===== src/rtl/fifo_push_arbiter.sv =====
// fifo_push_arbiter: round-robin arbiter sharing one FIFO push port among num_req requesters,
// with bounded bursts per grant and full/almost-full throttling of new grants.
module fifo_push_arbiter #(
    parameter int num_req     = 4,
    parameter int max_burst   = 4,
    parameter bit af_throttle = 1'b1,
    parameter int idx_width   = 2
) (
    input  logic                 clk,
    input  logic                 rst_n,
    input  logic [num_req-1:0]   req,
    input  logic                 fifo_full,
    input  logic                 fifo_af,
    output logic                 push_req_n,
    output logic [num_req-1:0]   grant,
    output logic [idx_width-1:0] grant_idx,
    output logic [num_req-1:0]   word_ack,
    output logic                 busy
);
    localparam int cw = max_burst > 1 ? $clog2(max_burst) : 1;

    typedef enum logic {IDLE, GRANT} state_t;

    state_t               state_q, state_d;
    logic [idx_width-1:0] owner_q, owner_d, rr_ptr_q, rr_ptr_d;
    logic [idx_width-1:0] owner_nxt, start, sel;
    logic [cw-1:0]        cnt_q, cnt_d;
    logic                 accept, release_w, can_grant;

    assign busy      = state_q == GRANT;
    assign can_grant = |req & ~fifo_full & ~(af_throttle & fifo_af);
    assign accept    = busy & req[owner_q] & ~fifo_full;
    assign release_w = busy & (~req[owner_q] | (accept & cnt_q == cw'(max_burst - 1)));
    assign owner_nxt = idx_width'((int'(owner_q) + 1) % num_req);
    assign start     = release_w ? owner_nxt : rr_ptr_q;

    // Walk backwards so the requester closest to start wins.
    always_comb begin
        sel = start;
        for (int k = num_req - 1; k >= 0; k--)
            if (req[(int'(start) + k) % num_req]) sel = idx_width'((int'(start) + k) % num_req);
    end

    always_comb begin
        state_d  = state_q;
        owner_d  = owner_q;
        rr_ptr_d = release_w ? owner_nxt : rr_ptr_q;
        cnt_d    = cnt_q;
        if (state_q == IDLE || release_w) begin
            state_d = can_grant ? GRANT : IDLE;
            owner_d = can_grant ? sel : owner_q;
            cnt_d   = '0;
        end else if (accept) begin
            cnt_d = cnt_q + 1'b1;
        end
    end

    always_ff @(posedge clk or negedge rst_n) begin
        if (!rst_n) begin
            state_q  <= IDLE;
            owner_q  <= '0;
            rr_ptr_q <= '0;
            cnt_q    <= '0;
        end else begin
            state_q  <= state_d;
            owner_q  <= owner_d;
            rr_ptr_q <= rr_ptr_d;
            cnt_q    <= cnt_d;
        end
    end

    assign grant      = busy ? num_req'(1) << owner_q : '0;
    assign grant_idx  = owner_q;
    assign word_ack   = grant & {num_req{accept}};
    assign push_req_n = ~accept;
endmodule


===== config.mk =====
export PLATFORM = sky130hd
export DESIGN_NAME = fifo_push_arbiter
export DESIGN_NICKNAME = d
export VERILOG_FILES = /design/src/rtl/fifo_push_arbiter.sv
export SDC_FILE = /design/constraint.sdc
export NUM_CORES = 1
export LEC_CHECK = 0
export ABC_AREA = 0
export BUFFER_PORTS_ARGS = -buffer_cell sky130_fd_sc_hd__buf_2
export CAP_MARGIN = 15
export CORE_AREA = 5 5 42 44
export CTS_CLUSTER_DIAMETER = 80
export DETAILED_ROUTE_END_ITERATION = 12
export DIE_AREA = 0 0 47 49
export PLACE_DENSITY_LB_ADDON = 0.15
export SLEW_MARGIN = 40
export SYNTH_ARGS = -nofsm -noshare
export SYNTH_HDL_FRONTEND = slang
export SYNTH_SLANG_ARGS = --single-unit

===== constraint.sdc =====
create_clock -name clk -period 2.7 [get_ports clk]
set_clock_uncertainty 0.2 [all_clocks]
set_input_delay 0.27 -clock clk [delete_from_list [all_inputs] [get_ports clk]]
set_output_delay 0.27 -clock clk [all_outputs]
set_load 0.01 [all_outputs]

==> results by group, run 1 <==
Min path
  – Worst hold stages: 4
  – Hold wc startpoint: fifo_af
  – Hold Crit Class: primary input to flop
  – Worst hold endpoint: busy

Finish
  – Commonest non-fill, non-tap cell in the layout: buf_2
  – Nets: 109
  – Layout cells sized above 1: 26.32%
  – Non-Filler Instances: 111
  – Fillcell total: 142
  – Area occupied by registers: 175.2 um^2
  – Area of the multi-input gates: 391.6 um^2
  – Area grow syn2layout: 23.66%
  – Most frequent cells in the layout: buf_2, inv_1, and2_1
  – # diodes: 0

Die
  – Total die area: 2303 um^2
  – Die width: 47 um
  – Die extent in y: 49 um
  – Initial core utilization: 43.39%
  – # IOs: 20
  – FP Rows: 14
  – Core ar.: 1401 um^2

Setup path
  – Crit path buf inv count: 1
  – Req. time, crit path: 2.23 ns
  – Crit start category: flop
  – Crit. End Element: output port
  – WS Path Type: flop to output port
  – Worst path slowest cell: dfrtp_1
  – Worst r2r path cells: 7
  – FF-to-FF setup slack: 0.51 ns
  – Max incr delay on CP: 0.46 ns
  – CP max FO: 7
  – Origin of the worst setup path: grant_idx[1]
  – Worst r2r src: cnt_q[0]
  – Arr. time, crit path: 1.90 ns
  – Top delay family on crit path: simple AND/OR/NAND/NOR gates
  – Crit-path most repeated cell: mux2i_1
  – CP cell instances: mux2i_1, mux2i_1, nand2_1, nor2_1, and2_1, buf_2
  – Reg2Reg Capture Point: grant_idx[1]

Route
  – TritonRoute pass-1 iters: 4
  – Remaining antenna violation count: 0
  – Avg Vias per Cell: 5.171
  – Drt initial violations: 9
  – Via count: 574
  – Post-DR wirelength/cell: 11.92 um
  – Drt total wl: 1.323 mm
  – Remaining DRCs: 0

Power
  – Clock power frac: 14.0%
  – Gate power share: 55.0%
  – Pint: 357.9 uW
  – Peak VDD IR: 0.0003788 V
  – Seq pwr share: 31.0%
  – Switching share of total power: 43.98%
  – Power density over the cells: 849.7 nW/um^2
  – Psw: 281.0 uW
  – Leakage: 0.3960 nW

Synth
  – Compound-Gate Fraction of Synth Area: 19.55%
  – Post-Synth Adder-Cell Area: 10.29%
  – Register bit total from synthesis: 7
  – Top-area cell type share of the netlist area: 28.81%
  – Mean post-synth cell area: 8.330 um^2
  – YS warnings: 0
  – Largest family of logic cells by synthesized area: simple AND/OR/NAND/NOR gates
  – Post-synthesis sequential area ratio: 28.81%
  – Mux contribution to synthesized area: 8.436%
  – Netlist cell types: 29
  – Mapped cell area: 608.1 um^2
  – Post-synthesis simple-gate area fraction: 24.69%
  – Post-synth top area cell: dfrtp_1
  – Xor-xnor portion of the synthesized cell area: 1.440%
  – Ranking of synthesized cells by area: dfrtp_1, ha_1, and2_1, mux2i_1, inv_1
  – Post-synthesis net count: 86
  – Syn Inst Count: 73

STA
  – Final TNS setup: 0 ns
  – Period utilization: 87.84%
  – Final period demand of the worst path: 2.372 ns
  – Fmax: 421.7 MHz
  – Max Transition Viols Final: 0
  – RSZ-0062 raised after global routing: no
  – Finish-stage setup viols: 0
  – Setup ws final: 0.3284 ns
  – Max-Slew Margin vs Limit: 65.85%
  – Slew @ Worst Pin: 0.5103 ns
  – Worst hold slack: 0.1148 ns
  – Fin. Hold Viols: 0

Placement
  – RD Place Congestion: 0.8184
  – Detailed Place HPWL: 1.115 mm
  – Place WS: 0.5012 ns
  – Number of port buffers: 19
  – Placed cells: 106

Clock network
  – Clock-pin slew on the worst setup and hold paths: 0.05 ns
  – CTS sink cnt: 7
  – H-tree depth: 1
  – Root buf cell: clkbuf_4
  – Post-cts sizing count: 0
  – Skew-Pair Late Insertion Delay: 0.24 ns
  – CTS tree: built
  – Clk buf depth: 2
  – CTS buffer count: 3

Global route
  – GRT overflow: 0
  – Initial antenna violation count: 0
  – Vias in the first global route: 505
  – Largest net degree at the start of global routing: 12
  – First-pass GRT wire length: 2.180 mm
  – GRT Util Overall: 12.48%

Run status
  – Status: finished, final reports clean

Run
  – Max Cap Viol: 0
## synth_stat cells, drive strengths merged
master  count
nor3b       1
ha          5
a22oi       1
o311ai      1
o41ai       1
xnor2       1
nand4       1
inv         9
o211ai      1
o21ba       1
o31ai       1
a211oi      1
nand2       5
nand3       3
nand2b      2
o21ai       1
a21boi      1
nor2        5
nor2b       1
a21oi       5
a31o        1
clkbuf      2
or3         1
mux2i       4
mux2        1
dfrtp       7
a311oi      1
and2        9
## stage by stage
step                      power [mW]  area (um^2)  util, %
after global routing          0.7018        752.0    53.66
after CTS                     0.6480        752.0    53.66
after detailed placement      0.5538        715.7    51.07
after global placement        0.5480        715.7    51.07
after floorplan               0.4438        608.1        -
final                         0.6390        752.0    53.66
## cell type report
class	count	share of cell area, %
clock buffers	4	3.494
inverters	9	4.493
multi-input cells	55	52.08
flip-flops and latches	7	23.29
well taps	16	2.662
repair buffers	20	13.98
## logic make-up (layout without fill, tap and decap cells)
group	count (synthesis)	count (layout)
AO/OA/AOI/OAI	16	16
XOR/XNOR	1	1
adder cells (fa/ha/maj)	5	5
buffers and inverters	11	33
flip-flops	7	7
multiplexers	5	5
AND/OR/NAND/NOR	28	28
## worst min-delay path: cells and delay by family
kind            cells  cell delay [ns]
compound gates      1             0.07
simple gates        2             0.10
buf+inv             1             0.07
## per-layer routing
| metal | up-vias | GRT usage [%] | routed length, um |
|---|---|---|---|
| li1 | 295 | - | - |
| met1 | 257 | 17.75 | 575 |
| met2 | 22 | 18.55 | 641 |
| met3 | 0 | 1.107 | 106 |
| met4 | 0 | 5.530 | 0 |
| met5 | - | 0 | 0 |
## timing repair
action	4_1_cts	5_1_grt
hold buffers	1	0
buffers inserted	0	0
endpoints found under the hold margin	7	0
setup endpoints to repair	0	0
## registers in the layout (all words and copies together), names as in the netlist
name       flops
cnt_q          2
grant_idx      2
rr_ptr_q       2
busy           1
## power groups by stage
stage	clock [mW]	combinational, mW	sequential (mW)
floorplan	0	0.258	0.186
global placement	0	0.351	0.198
detailed placement	0	0.353	0.201
CTS	0.0946	0.355	0.198
global route	0.101	0.394	0.207
finish	0.0894	0.351	0.198
## how the worst max path moves through the flow
stage | to | slack [ns] | cells after the start
after global routing | word_ack[1] | 0.18 | 6
after global placement | grant_idx[1] | 0.53 | 7
after detailed placement | grant_idx[1] | 0.50 | 7
after floorplan | grant_idx[1] | 0.60 | 7
after CTS | word_ack[1] | 0.32 | 6
final | word_ack[1] | 0.33 | 6
(Power assumes the default switching activity.)
==> run 2: changes to the inputs <==
- CORE_AREA: 5 5 42 44 -> 3 3 40 42
- DIE_AREA: 0 0 47 49 -> 0 0 43 45
==> run 2 against run 1 <==
Net effect: wire length is 4.2% lower; highest routed layer is now met4; non-clock buffer count stayed put; fmax up 1.3%; die area is 16% lower; largest cell class unchanged; combinational power is essentially flat; cell count shrank 0.90%; via count shrank 1.0%; critical path depth did not move.
==> results by group, run 2 (same netlist as run 1, synthesis figures left out) <==
Run status
  – Status: finished, final reports clean

Global route
  – Initial antenna violation count: 0 (unchanged)
  – First-pass GRT wire length: 2.173 mm (-0.32%)
  – GRT overflow: 0 (unchanged)
  – Vias in the first global route: 533 (+5.5%)
  – GRT Util Overall: 15.20% (+2.7 points)
  – Largest net degree at the start of global routing: 12 (unchanged)

STA
  – Fin. Hold Viols: 0 (unchanged)
  – RSZ-0062 raised after global routing: no
  – Max Transition Viols Final: 0 (unchanged)
  – Setup ws final: 0.3595 ns (+0.03110 ns)
  – Worst hold slack: 0.1111 ns (-0.003737 ns)
  – Final TNS setup: 0 ns (unchanged)
  – Slew @ Worst Pin: 0.4663 ns (-0.04406 ns)
  – Fmax: 427.3 MHz (+1.3%)
  – Finish-stage setup viols: 0 (unchanged)
  – Max-Slew Margin vs Limit: 68.92% (+3.1 points)
  – Period utilization: 86.69% (-1.2 points)
  – Final period demand of the worst path: 2.341 ns (-0.03110 ns)

Die
  – Total die area: 1935 um^2 (-16%)
  – Core ar.: 1285 um^2 (-8.3%)
  – FP Rows: 13 (-1)
  – Die width: 43 um (-8.5%)
  – # IOs: 20 (unchanged)
  – Die extent in y: 45 um (-8.2%)
  – Initial core utilization: 47.32% (+3.9 points)

Run
  – Max Cap Viol: 0 (unchanged)

Power
  – Power density over the cells: 851.2 nW/um^2 (+0.17%)
  – Leakage: 0.3960 nW (unchanged)
  – Power, Total: 639.0 uW (about the same)
  – Peak VDD IR: 0.0004461 V (+18%)

Setup path
  – Top delay family on crit path: simple AND/OR/NAND/NOR gates
  – Req. time, crit path: 2.23 ns (about the same)
  – CP cell instances: mux2i_1, mux2i_1, nand2_1, nor2_1, and2_1, buf_2
  – Crit start category: flop
  – Origin of the worst setup path: grant_idx[1]
  – WS Path Type: flop to output port
  – Max incr delay on CP: 0.47 ns (about the same)
  – Crit path buf inv count: 1 (unchanged)
  – CP max FO: 7 (unchanged)
  – Arr. time, crit path: 1.87 ns (-0.03 ns)
  – CP Depth: 6 (unchanged)
  – Crit-path most repeated cell: mux2i_1
  – Worst r2r src: cnt_q[0]
  – Worst r2r path cells: 7 (unchanged)
  – Worst path slowest cell: dfrtp_1
  – Crit. End Element: output port

Route
  – DR WL met3: 68 um (-36%)
  – Metal2 WL: 598 um (-6.7%)
  – Via count: 568 (-1.0%)
  – Remaining antenna violation count: 0 (unchanged)
  – Uppermost layer routed: met4
  – Drt initial violations: 11 (+2)
  – Wl on met1: 583 um (+1.4%)
  – Drt total wl: 1.267 mm (-4.2%)
  – TritonRoute pass-1 iters: 4 (unchanged)
  – Avg Vias per Cell: 5.164 (-0.15%)
  – Post-DR wirelength/cell: 11.52 um (-3.4%)
  – Remaining DRCs: 0 (unchanged)

Clock network
  – Post-CTS Setup Inserts: 0 (unchanged)
  – CTS tree: built
  – H-tree depth: 1 (unchanged)
  – CTS buffer count: 3 (unchanged)
  – Root buf cell: clkbuf_4
  – CTS sink cnt: 7 (unchanged)
  – Clock-pin slew on the worst setup and hold paths: 0.05 ns (about the same)
  – Clk buf depth: 2 (unchanged)
  – Skew-Pair Late Insertion Delay: 0.25 ns (about the same)

Placement
  – Placed cells: 105 (-0.94%)
  – Post-place instance area: 714.4 um^2 (-0.17%)
  – Detailed Place HPWL: 1.035 mm (-7.1%)
  – RD Place Congestion: 0.8736 (+6.7%)
  – Place WS: 0.4988 ns (-0.002454 ns)
  – Number of port buffers: 19 (unchanged)

Finish
  – Util after Layout: 58.42% (+4.8 points)
  – Final Cell Area: 750.7 um^2 (-0.17%)
  – Most frequent cells in the layout: buf_2, inv_1, and2_1
  – Commonest non-fill, non-tap cell in the layout: buf_2
  – Layout cells sized above 1: 26.32% (unchanged)
  – Non-Filler Instances: 110 (-0.90%)
  – Nets: 109 (unchanged)
  – # diodes: 0 (unchanged)
  – Area grow syn2layout: 23.46%

Min path
  – Hold wc startpoint: fifo_af
  – Worst hold stages: 4 (unchanged)
  – Hold Crit Class: primary input to flop
-- run 2: cell counts in the layout (fill, tap and decap cells not counted) --
Identical to the previous run, type by type.
-- run 2: what timing repair did --
action / 4_1_cts / 5_1_grt
hold buffers: 1 / 0
endpoints found under the hold margin: 7 / 0
resized for setup: 0 / 0
-- run 2: path summary, 6_finish.rpt --
| check | slack (ns) | end |
|---|---|---|
| max in group asynchronous | 1.97 | cnt_q[0] |
| hold reg to reg | 0.34 | cnt_q[1] |
| setup / recovery | 0.36 | word_ack[0] |
| hold / removal | 0.11 | busy |
| min in group asynchronous | 0.18 | grant_idx[0] |
| setup reg to reg | 0.49 | grant_idx[1] |
-- run 2: worst min-delay path: cells and delay by family --
kind            cells  cell delay [ns]
simple gates        2             0.09
buf+inv             1             0.08
compound gates      1             0.07
-- run 2: final cells by class --
class                   instances  area, um^2
clock buffers                   4       26.28
fillers                       132       534.3
inverters                       9       33.78
multi-input cells              55       391.6
flip-flops and latches          7       175.2
well taps                      15       18.77
repair buffers                 20       105.1
-- run 2: layer usage --
layer | vias to the layer above | GRT usage [%]
met1 | 254 | 19.26
met3 | 2 | 3.187
li1 | 295 | -
met2 | 17 | 23.05
met4 | 0 | 10.84
met5 | - | 0
-- run 2: where the power goes --
group	switching [mW]	total [mW]	internal [mW]
clock network	0.0347	0.0909	0.0561
logic	0.191	0.352	0.161
registers	0.0550	0.196	0.141
